### src/rtl/pb_pkg.sv
// Shared types for the pbslave subsystem: APB phase encoding, default bus
// widths, and packed request/response records for benches and system wrappers.
package pb_pkg;

    localparam int PB_ADDR_W = 8;
    localparam int PB_DATA_W = 32;

    typedef enum logic [1:0] {
        IDLE   = 2'd0,
        SETUP  = 2'd1,
        ACCESS = 2'd2
    } apb_state_e;

    typedef struct packed {
        logic                 write;
        logic [PB_ADDR_W-1:0] addr;
        logic [PB_DATA_W-1:0] wdata;
    } apb_req_t;

    typedef struct packed {
        logic [PB_DATA_W-1:0] rdata;
        logic                 err;
    } apb_rsp_t;

endpackage

### src/rtl/apb_wait_timer.sv
// ACCESS wait-state counter for apb_master: cleared by clr, advanced by en,
// hit flags the enabled cycle that brings the count to LIMIT (APB_TIMEOUT_EN).
module apb_wait_timer #(
    parameter int LIMIT = 16
) (
    input  logic clk,
    input  logic rst,
    input  logic clr,
    input  logic en,
    output logic hit
);

    localparam int CNT_W = $clog2(LIMIT + 1);
    localparam logic [CNT_W-1:0] LAST = CNT_W'(LIMIT - 1);

    logic [CNT_W-1:0] cnt_q, cnt_d;

    always_comb begin
        cnt_d = cnt_q;
        if (clr) begin
            cnt_d = '0;
        end else if (en && (cnt_q != LAST)) begin
            cnt_d = cnt_q + 1'b1;
        end
    end

    // The LIMIT-th stalled cycle is the one where LIMIT-1 stalls already counted.
    assign hit = en && (cnt_q == LAST);

    always_ff @(posedge clk or posedge rst) begin
        if (rst) begin
            cnt_q <= '0;
        end else begin
            cnt_q <= cnt_d;
        end
    end

endmodule

### src/rtl/apb_master.sv
// APB requester: valid/ready command in, SETUP/ACCESS bus cycle, valid/ready response out.
// Define APB_TIMEOUT_EN to abort ACCESS with rsp_err after TIMEOUT_CYC stalled cycles.
module apb_master
    import pb_pkg::*;
#(
    parameter int ADDR_W      = PB_ADDR_W,
    parameter int DATA_W      = PB_DATA_W,
    parameter int TIMEOUT_CYC = 16
) (
    input  logic              pclk,
    input  logic              preset,
    input  logic              req_valid,
    output logic              req_ready,
    input  logic              req_write,
    input  logic [ADDR_W-1:0] req_addr,
    input  logic [DATA_W-1:0] req_wdata,
    output logic              rsp_valid,
    input  logic              rsp_ready,
    output logic [DATA_W-1:0] rsp_rdata,
    output logic              rsp_err,
    output logic              psel,
    output logic              penable,
    output logic              pwrite,
    output logic [ADDR_W-1:0] paddr,
    output logic [DATA_W-1:0] pwdata,
    input  logic [DATA_W-1:0] prdata,
    input  logic              pready
);

    localparam logic [1:0] S_IDLE   = 2'(IDLE);
    localparam logic [1:0] S_SETUP  = 2'(SETUP);
    localparam logic [1:0] S_ACCESS = 2'(ACCESS);

    logic [1:0]        state_q, state_d;
    logic              psel_q, psel_d;
    logic              penable_q, penable_d;
    logic              pwrite_q, pwrite_d;
    logic [ADDR_W-1:0] paddr_q, paddr_d;
    logic [DATA_W-1:0] pwdata_q, pwdata_d;
    logic              rsp_valid_q, rsp_valid_d;
    logic [DATA_W-1:0] rsp_rdata_q, rsp_rdata_d;
    logic              accept;

`ifdef APB_TIMEOUT_EN
    logic rsp_err_q, rsp_err_d;
    logic tmo_hit;

    apb_wait_timer #(
        .LIMIT (TIMEOUT_CYC)
    ) u_wait_timer (
        .clk (pclk),
        .rst (preset),
        .clr (state_q == S_SETUP),
        .en  ((state_q == S_ACCESS) && !pready),
        .hit (tmo_hit)
    );
`endif

    // Only one transaction in flight: a held response blocks new commands.
    assign req_ready = (state_q == S_IDLE) && !rsp_valid_q;
    assign accept    = req_valid && req_ready;

    always_comb begin
        state_d     = state_q;
        psel_d      = psel_q;
        penable_d   = penable_q;
        pwrite_d    = pwrite_q;
        paddr_d     = paddr_q;
        pwdata_d    = pwdata_q;
        rsp_valid_d = rsp_valid_q;
        rsp_rdata_d = rsp_rdata_q;
`ifdef APB_TIMEOUT_EN
        rsp_err_d   = rsp_err_q;
`endif

        if (rsp_valid_q && rsp_ready) begin
            rsp_valid_d = 1'b0;
        end

        case (state_q)
            S_IDLE: begin
                if (accept) begin
                    pwrite_d  = req_write;
                    paddr_d   = req_addr;
                    pwdata_d  = req_wdata;
                    psel_d    = 1'b1;
                    penable_d = 1'b0;
                    state_d   = S_SETUP;
                end
            end
            S_SETUP: begin
                penable_d = 1'b1;
                state_d   = S_ACCESS;
            end
            S_ACCESS: begin
                if (pready) begin
                    psel_d      = 1'b0;
                    penable_d   = 1'b0;
                    rsp_valid_d = 1'b1;
                    rsp_rdata_d = pwrite_q ? '0 : prdata;
`ifdef APB_TIMEOUT_EN
                    rsp_err_d   = 1'b0;
`endif
                    state_d     = S_IDLE;
                end
`ifdef APB_TIMEOUT_EN
                else if (tmo_hit) begin
                    psel_d      = 1'b0;
                    penable_d   = 1'b0;
                    rsp_valid_d = 1'b1;
                    rsp_rdata_d = '0;
                    rsp_err_d   = 1'b1;
                    state_d     = S_IDLE;
                end
`endif
            end
            default: begin
                psel_d    = 1'b0;
                penable_d = 1'b0;
                state_d   = S_IDLE;
            end
        endcase
    end

    always_ff @(posedge pclk or posedge preset) begin
        if (preset) begin
            state_q     <= S_IDLE;
            psel_q      <= 1'b0;
            penable_q   <= 1'b0;
            pwrite_q    <= 1'b0;
            paddr_q     <= '0;
            pwdata_q    <= '0;
            rsp_valid_q <= 1'b0;
            rsp_rdata_q <= '0;
        end else begin
            state_q     <= state_d;
            psel_q      <= psel_d;
            penable_q   <= penable_d;
            pwrite_q    <= pwrite_d;
            paddr_q     <= paddr_d;
            pwdata_q    <= pwdata_d;
            rsp_valid_q <= rsp_valid_d;
            rsp_rdata_q <= rsp_rdata_d;
        end
    end

`ifdef APB_TIMEOUT_EN
    always_ff @(posedge pclk or posedge preset) begin
        if (preset) begin
            rsp_err_q <= 1'b0;
        end else begin
            rsp_err_q <= rsp_err_d;
        end
    end

    assign rsp_err = rsp_err_q;
`else
    assign rsp_err = 1'b0;
`endif

    assign psel      = psel_q;
    assign penable   = penable_q;
    assign pwrite    = pwrite_q;
    assign paddr     = paddr_q;
    assign pwdata    = pwdata_q;
    assign rsp_valid = rsp_valid_q;
    assign rsp_rdata = rsp_rdata_q;

endmodule

### config.mk
export PLATFORM = sky130hd
export DESIGN_NAME = apb_master
export DESIGN_NICKNAME = d
export VERILOG_FILES = /design/src/rtl/pb_pkg.sv /design/src/rtl/apb_wait_timer.sv /design/src/rtl/apb_master.sv
export SDC_FILE = /design/constraint.sdc
export NUM_CORES = 1
export LEC_CHECK = 0
export ABC_AREA = 1
export CORE_MARGIN = 2
export CORE_UTILIZATION = 40
export DETAILED_ROUTE_END_ITERATION = 10
export GPL_TIMING_DRIVEN = 0
export PLACE_DENSITY = 0.79
export SYNTH_ARGS = -nofsm -noshare
export SYNTH_HDL_FRONTEND = slang
export SYNTH_SLANG_ARGS = --single-unit
export TNS_END_PERCENT = 20
### constraint.sdc
create_clock -name pclk -period 3.04 [get_ports pclk]
set_input_delay 0.608 -clock pclk [delete_from_list [all_inputs] [get_ports pclk]]
set_output_delay 0.608 -clock pclk [all_outputs]
set_load 0.02 [all_outputs]
==> results of run 1 <==
[synth_stat cells (2+ instances only)]
master | number | area (sq um)
buf_6 | 5 | 56.30
inv_1 | 4 | 15.01
nand2_1 | 146 | 548.0
buf_4 | 2 | 15.01
buf_2 | 14 | 70.07
dfrtp_1 | 77 | 1927
o21ai_1 | 23 | 115.1
o21ai_2 | 10 | 87.58
clkbuf_1 | 7 | 26.28
nand4_1 | 41 | 256.5
[cells in the final DEF (no fill, tap or decap)]
cell             synthesis  routed
nor2_1                   1       1
clkbuf_1                 7       8
clkinvlp_4               0       1
clkinv_2                 0       1
nand4_1                 41      41
bufinv_16                0       1
a21oi_2                  1       1
o21ai_2                 10      10
nor2_4                   1       1
dfrtp_1                 77      77
clkdlybuf4s50_1          0     153
inv_4                    0       1
clkinv_1                 1       1
inv_1                    4       3
nand3_1                  1       1
buf_2                   14      14
conb_1                   1       1
nand2_1                146     146
buf_12                   0       1
o21a_1                   1       1
o21ai_1                 23      23
clkbuf_8                 0      12
buf_4                    2       2
inv_2                    1       1
nand3_2                  1       1
buf_6                    5       5
nor3_1                   1       1
[layer usage]
layer | part of all wire (%) | vias to the layer above | routed length (um)
li1 | - | 1449 | -
met1 | 45 | 1414 | 3953
met2 | 45 | 127 | 4029
met5 | 0 | - | 0
met4 | 1.8 | 0 | 163
met3 | 8.1 | 13 | 714
[final cells by class]
cell class / instances / area [sq um]
clock buffer: 13 / 168.9
multi-input combinational: 228 / 1062
buffer: 28 / 167.7
clock inverter: 3 / 42.54
tap: 102 / 127.6
sequential: 77 / 1927
timing repair buffer: 154 / 1551
fill: 617 / 2655
inverter: 6 / 25.02
[final timing paths]
| check | endpoint | slack [ps] | depth (start not counted) |
|---|---|---|---|
| worst max-delay path | req_ready | 780 | 2 |
| worst min-delay path | pwdata[27]$_DFFE_PP0P_ | 470 | 2 |
| worst max register to register | pwdata[30]$_DFFE_PP0P_ | 1700 | 5 |
| worst min register to register | pwdata[27]$_DFFE_PP0P_ | 470 | 2 |
| max in group asynchronous | pwdata[13]$_DFFE_PP0P_ | 1820 | 3 |
| min in group asynchronous | rsp_rdata[9]$_DFFE_PP0P_ | 650 | 2 |
[logic make-up (layout without fill, tap and decap cells)]
family / count (synthesis) / count (layout) / synth area share (%)
AOI/OAI and AO/OA: 35 / 35 / 6.887
and+or+nand+nor: 192 / 192 / 26.41
DFF: 77 / 77 / 60.61
other: 1 / 1 / 0.1180
buffers and inverters: 34 / 204 / 5.982
[power by group through the flow]
stage	clock [mW]	combinational, mW	sequential (mW)
global placement	0	2.71	1.74
floorplan	0	0.915	2.29
finish	0.804	2.74	1.74
global route	0.872	2.97	1.80
detailed placement	0	2.76	1.75
CTS	0.822	2.77	1.74
[state kept, by name, indices dropped and copies added (netlist names)]
signal	flops
paddr	8
penable	1
psel	1
pwdata	32
pwrite	1
rsp_rdata	32
rsp_valid	1
state_q	1
[per-stage QoR]
stage / power [mW] / instances / utilization (%) / worst slack (ps) / instance area, sq um
after global placement: 4.449 / 594 / 62.61 / -781.3 / 4838
after CTS: 5.338 / 611 / 65.64 / 756.1 / 5072
after floorplan: 3.202 / 339 / - / 465.3 / 3179
final: 5.283 / 611 / 65.64 / 780.7 / 5072
after global routing: 5.640 / 611 / 65.64 / 690.5 / 5072
after detailed placement: 4.517 / 595 / 62.90 / 1144 / 4861
[worst max-delay path: cells and delay by family (launching register included)]
kind                   cells  cell delay (ps)
buffers and inverters      1              650
and+or+nand+nor            1              210
DFF                        1              450
==> results.cfg, run 1 <==
[outcome]
status = complete, no violations

[yosys]
synth_edf_count = 0
syn-mean-instance-area_sq_um = 9.378
netlist_instances = 339
seq_area_frac_synth_pct = 60.61
ys_async_sr_fraction_pct = 100.0
yosys_warnings = 0
synth_cell_types = 20
syn_area_sq_um = 3179
ys_seq_elements = 77
synthesis.nets = 417
synth_flop_cell = dfrtp_1

[global_route]
grt_max_degree = 41
antenna_found_initial = 0
overflow = 0
grt_pass1_vias = 2887
top_usage_layer = met2
grtUsageMet3_pct = 6.930
track_usage_pct = 20.72
met1_usage_pct = 26.70
grtUsageMet2_pct = 32.91
grt_pass1_wl_um = 13960

[floorplanning]
fp.dieArea_sq_um = 8677
start_util_pct = 41.14
ioPinCount = 156
die_x_um = 93.15
rows = 32
core_sq_um = 7727
die_h_um = 93.15

[setup_path]
r2r-start = state_q[0]$_DFFE_PP0P_
worstSetupPathType = flip-flop to output port
crit_slowest_cell = clkdlybuf4s50_1
crit_start = state_q[0]$_DFFE_PP0P_
crit_chain = nor3_1 -> clkdlybuf4s50_1
cp.required_ps = 2430
cp_max_fo = 4
start_kind = flip-flop
cpPeakStageDelay_ps = 650
worst_setup_path_end_kind = output port
crit_arrival_ps = 1650

[pwr]
p_switching_mw = 2.139
power_switching_share_pct = 40.48
power_density_nw_per_um2 = 1041
internal_power_mw = 3.144
power.share.clock_pct = 15.2
vdd_drop_max_mv = 0.4822
pwr-share-comb_pct = 51.9
p_seq_share_pct = 32.9
p_leak_nw = 2.364

[timing]
fin_crit_ps = 2259
fmax_mhz = 442.6
hold_viol_final = 0
report.final.slew_viol_count = 0
rsz0062_at_grt = no
setup_violations = 0
clock_skew_ps = 7.160
whs_ps = 470.2
timing.setup.tns_ps = 0
layout_worst_path_cycle_share_pct = 74.32

[drt]
vias = 3003
vias_per_cell = 4.915
first_iter_violations = 90
dr.pass1.iters = 4
drtAntennaViolNets = 0
drc = 0
drt_wl_total_um = 8861
routedWlPerCell_um = 14.50

[clock_tree]
numCtsBuffers = 9
cts_buffer_depth = 2
cts_resized = 0
clkLatencyLatePin_ps = 350
cts_tree = built
cts_sinks = 77
post_cts_buffers = 0
ctsHoldBuffers = 0
clk_pin_slew_ps = 80
htree_levels = 3
root_buffer = clkbuf_8

[place]
io_buffers = 153
place_congestion = 0.7618
hpwlAfterDp_um = 6567

[flow_run]
drv_cap = 0

[final_layout]
nNetsFinal = 582
antennaDiodeCount = 0
area_growth_pct = 59.54
drive_above_1_share_pct = 10.22

[hold_path]
min_path_type = flip-flop to flip-flop
hp-start = pwdata[27]$_DFFE_PP0P_
(Power assumes the default switching activity.)
==> run 2: changes to the inputs <==
==> constraint.sdc (replaced) <==
create_clock -name pclk -period 2.3 [get_ports pclk]
set_input_delay 0.46 -clock pclk [delete_from_list [all_inputs] [get_ports pclk]]
set_output_delay 0.46 -clock pclk [all_outputs]
set_load 0.02 [all_outputs]
==> run 2 against run 1 <==
Effect of this change:
- sequential power rose by 32%
- global-route usage barely moved
- largest power group unchanged
- clock power rose by 32%
- first-iteration DRC count rose by 21%
- combinational power rose by 32%
- setup slack got worse by 570 ps
- sequential cell count did not move
- highest routed layer unchanged
- die area did not move
- clock skew rose by 1.7 ps
- non-clock buffer count did not move
- register-to-register slack got worse by 710 ps
==> results.cfg, run 2 (synthesis results as in run 1) <==
[hold_path]
hp-start = req_valid
min_path_type = primary input to flip-flop
holdPathStages = 3
min_to = pwdata[19]$_DFFE_PP0P_

[drt]
dr.pass1.iters = 4
vias_per_cell = 4.882
drt_wl_total_um = 8586
drtAntennaViolNets = 0
drc = 0
first_iter_violations = 109
vias = 2983
routedWlPerCell_um = 14.05

[final_layout]
antennaDiodeCount = 0
fin_area_sq_um = 5074
final_cell_mix = clkdlybuf4s50_1, nand2_1, dfrtp_1
fill_cells = 610
final_common_cell = clkdlybuf4s50_1
nNetsFinal = 582
area_growth_pct = 59.58
drive_above_1_share_pct = 10.22

[clock_tree]
cts_resized = 0
cts_sinks = 77
clk_pin_slew_ps = 70
root_buffer = clkbuf_8
htree_levels = 3
post_cts_buffers = 0
numCtsBuffers = 9
cts_tree = built
ctsHoldBuffers = 0
clkLatencyLatePin_ps = 340
cts_buffer_depth = 2

[timing]
slew_headroom_pct = 46.29
report.final.slew_viol_count = 0
setup_violations = 0
hold_viol_final = 0
worst_pin_slew_ps = 804.0
layout_worst_path_cycle_share_pct = 90.90
clock_skew_ps = 8.872
fmax_mhz = 478.3
fin_crit_ps = 2091
rsz0062_at_grt = no
timing.setup.tns_ps = 0

[global_route]
overflow = 0
grt_pass1_wl_um = 14170
track_usage_pct = 20.73
grt_max_degree = 42
antenna_found_initial = 0
grt_pass1_vias = 2940

[place]
io_buffers = 153
place_congestion = 0.7596
placed_area_sq_um = 4862
hpwlAfterDp_um = 6459

[pwr]
p_leak_nw = 2.359
power_density_nw_per_um2 = 1375
vdd_drop_max_mv = 0.7376

[setup_path]
crit_arrival_ps = 1630
r2r_cells = 4
cp.required_ps = 1840
cp_max_fo = 4
r2r_slack_ps = 990
worstSetupPathType = flip-flop to output port
worst_setup_path_end_kind = output port
start_kind = flip-flop
r2r-start = pwrite$_DFFE_PP0P_
rr_endpoint = rsp_rdata[28]$_DFFE_PP0P_

[floorplanning]
ioPinCount = 156
die_h_um = 93.15
start_util_pct = 41.14
core_sq_um = 7727
fp.dieArea_sq_um = 8677
rows = 32
die_x_um = 93.15

[flow_run]
drv_cap = 0

[outcome]
status = complete, no violations
==> run 2: cell count changes in the layout (fill, tap and decap cells not counted) <==
cell and change:
inv_4 -1, clkinvlp_4 +1
==> run 2: critical path: stages (launching register included) <==
cell and delay [ps]:
dfrtp_1 440, nor3_1 200, clkdlybuf4s50_1 650
==> run 2: layout make-up <==
cell class | count | area (sq um) | area share, %
Timing Repair Buffer | 154 | 1551 | 30.58
Multi-Input combinational cell | 228 | 1062 | 20.94
Inverter | 6 | 26.28 | 0.5179
Sequential cell | 77 | 1927 | 37.98
Clock inverter | 3 | 42.54 | 0.8385
Tap cell | 102 | 127.6 | 2.515
Buffer | 28 | 167.7 | 3.305
Clock buffer | 13 | 168.9 | 3.329
==> run 2: per-layer routing <==
metal	vias to the layer above	share of wire (%)	global-route usage, %
met5	-	0	0
met4	0	2.3	8.701
met3	15	8.2	5.560
met2	124	46	32.85
met1	1394	43	26.98
li1	1450	-	-
==> run 2: worst max-delay path by stage <==
stage | cells after the start | startpoint | to
3_3_place_gp | 2 | preset | pwdata[28]$_DFFE_PP0P_
4_1_cts | 2 | state_q[0]$_DFFE_PP0P_ | req_ready
2_1_floorplan | 1 | penable$_DFFE_PP0P_ | req_ready
5_1_grt | 2 | penable$_DFFE_PP0P_ | req_ready
6_report | 2 | state_q[0]$_DFFE_PP0P_ | req_ready
3_5_place_dp | 2 | state_q[0]$_DFFE_PP0P_ | req_ready
==> run 2: per-stage QoR <==
| step | util (%) | total power, mW | instances | hold WS, ps | setup slack, ps |
|---|---|---|---|---|---|
| finish | 65.66 | 6.976 | 611 | 442.0 | 209.3 |
| global placement | 62.66 | 5.870 | 594 | 452.4 | 98.03 |
| detailed placement | 62.92 | 5.968 | 595 | 458.6 | 575.5 |
| floorplan | - | 4.233 | 339 | 540.6 | 815.6 |
| CTS | 65.66 | 7.046 | 611 | 436.4 | 194.8 |
| global route | 65.66 | 7.463 | 611 | 460.0 | 144.2 |
==> run 2: report_power, final <==
part / internal, mW / leakage (nW) / switching [mW]
Sequential: 1.96 / 0.971 / 0.342
Clock: 0.590 / 0.106 / 0.475
Combinational: 1.61 / 1.28 / 2.00
Total: 4.16 / 2.36 / 2.82
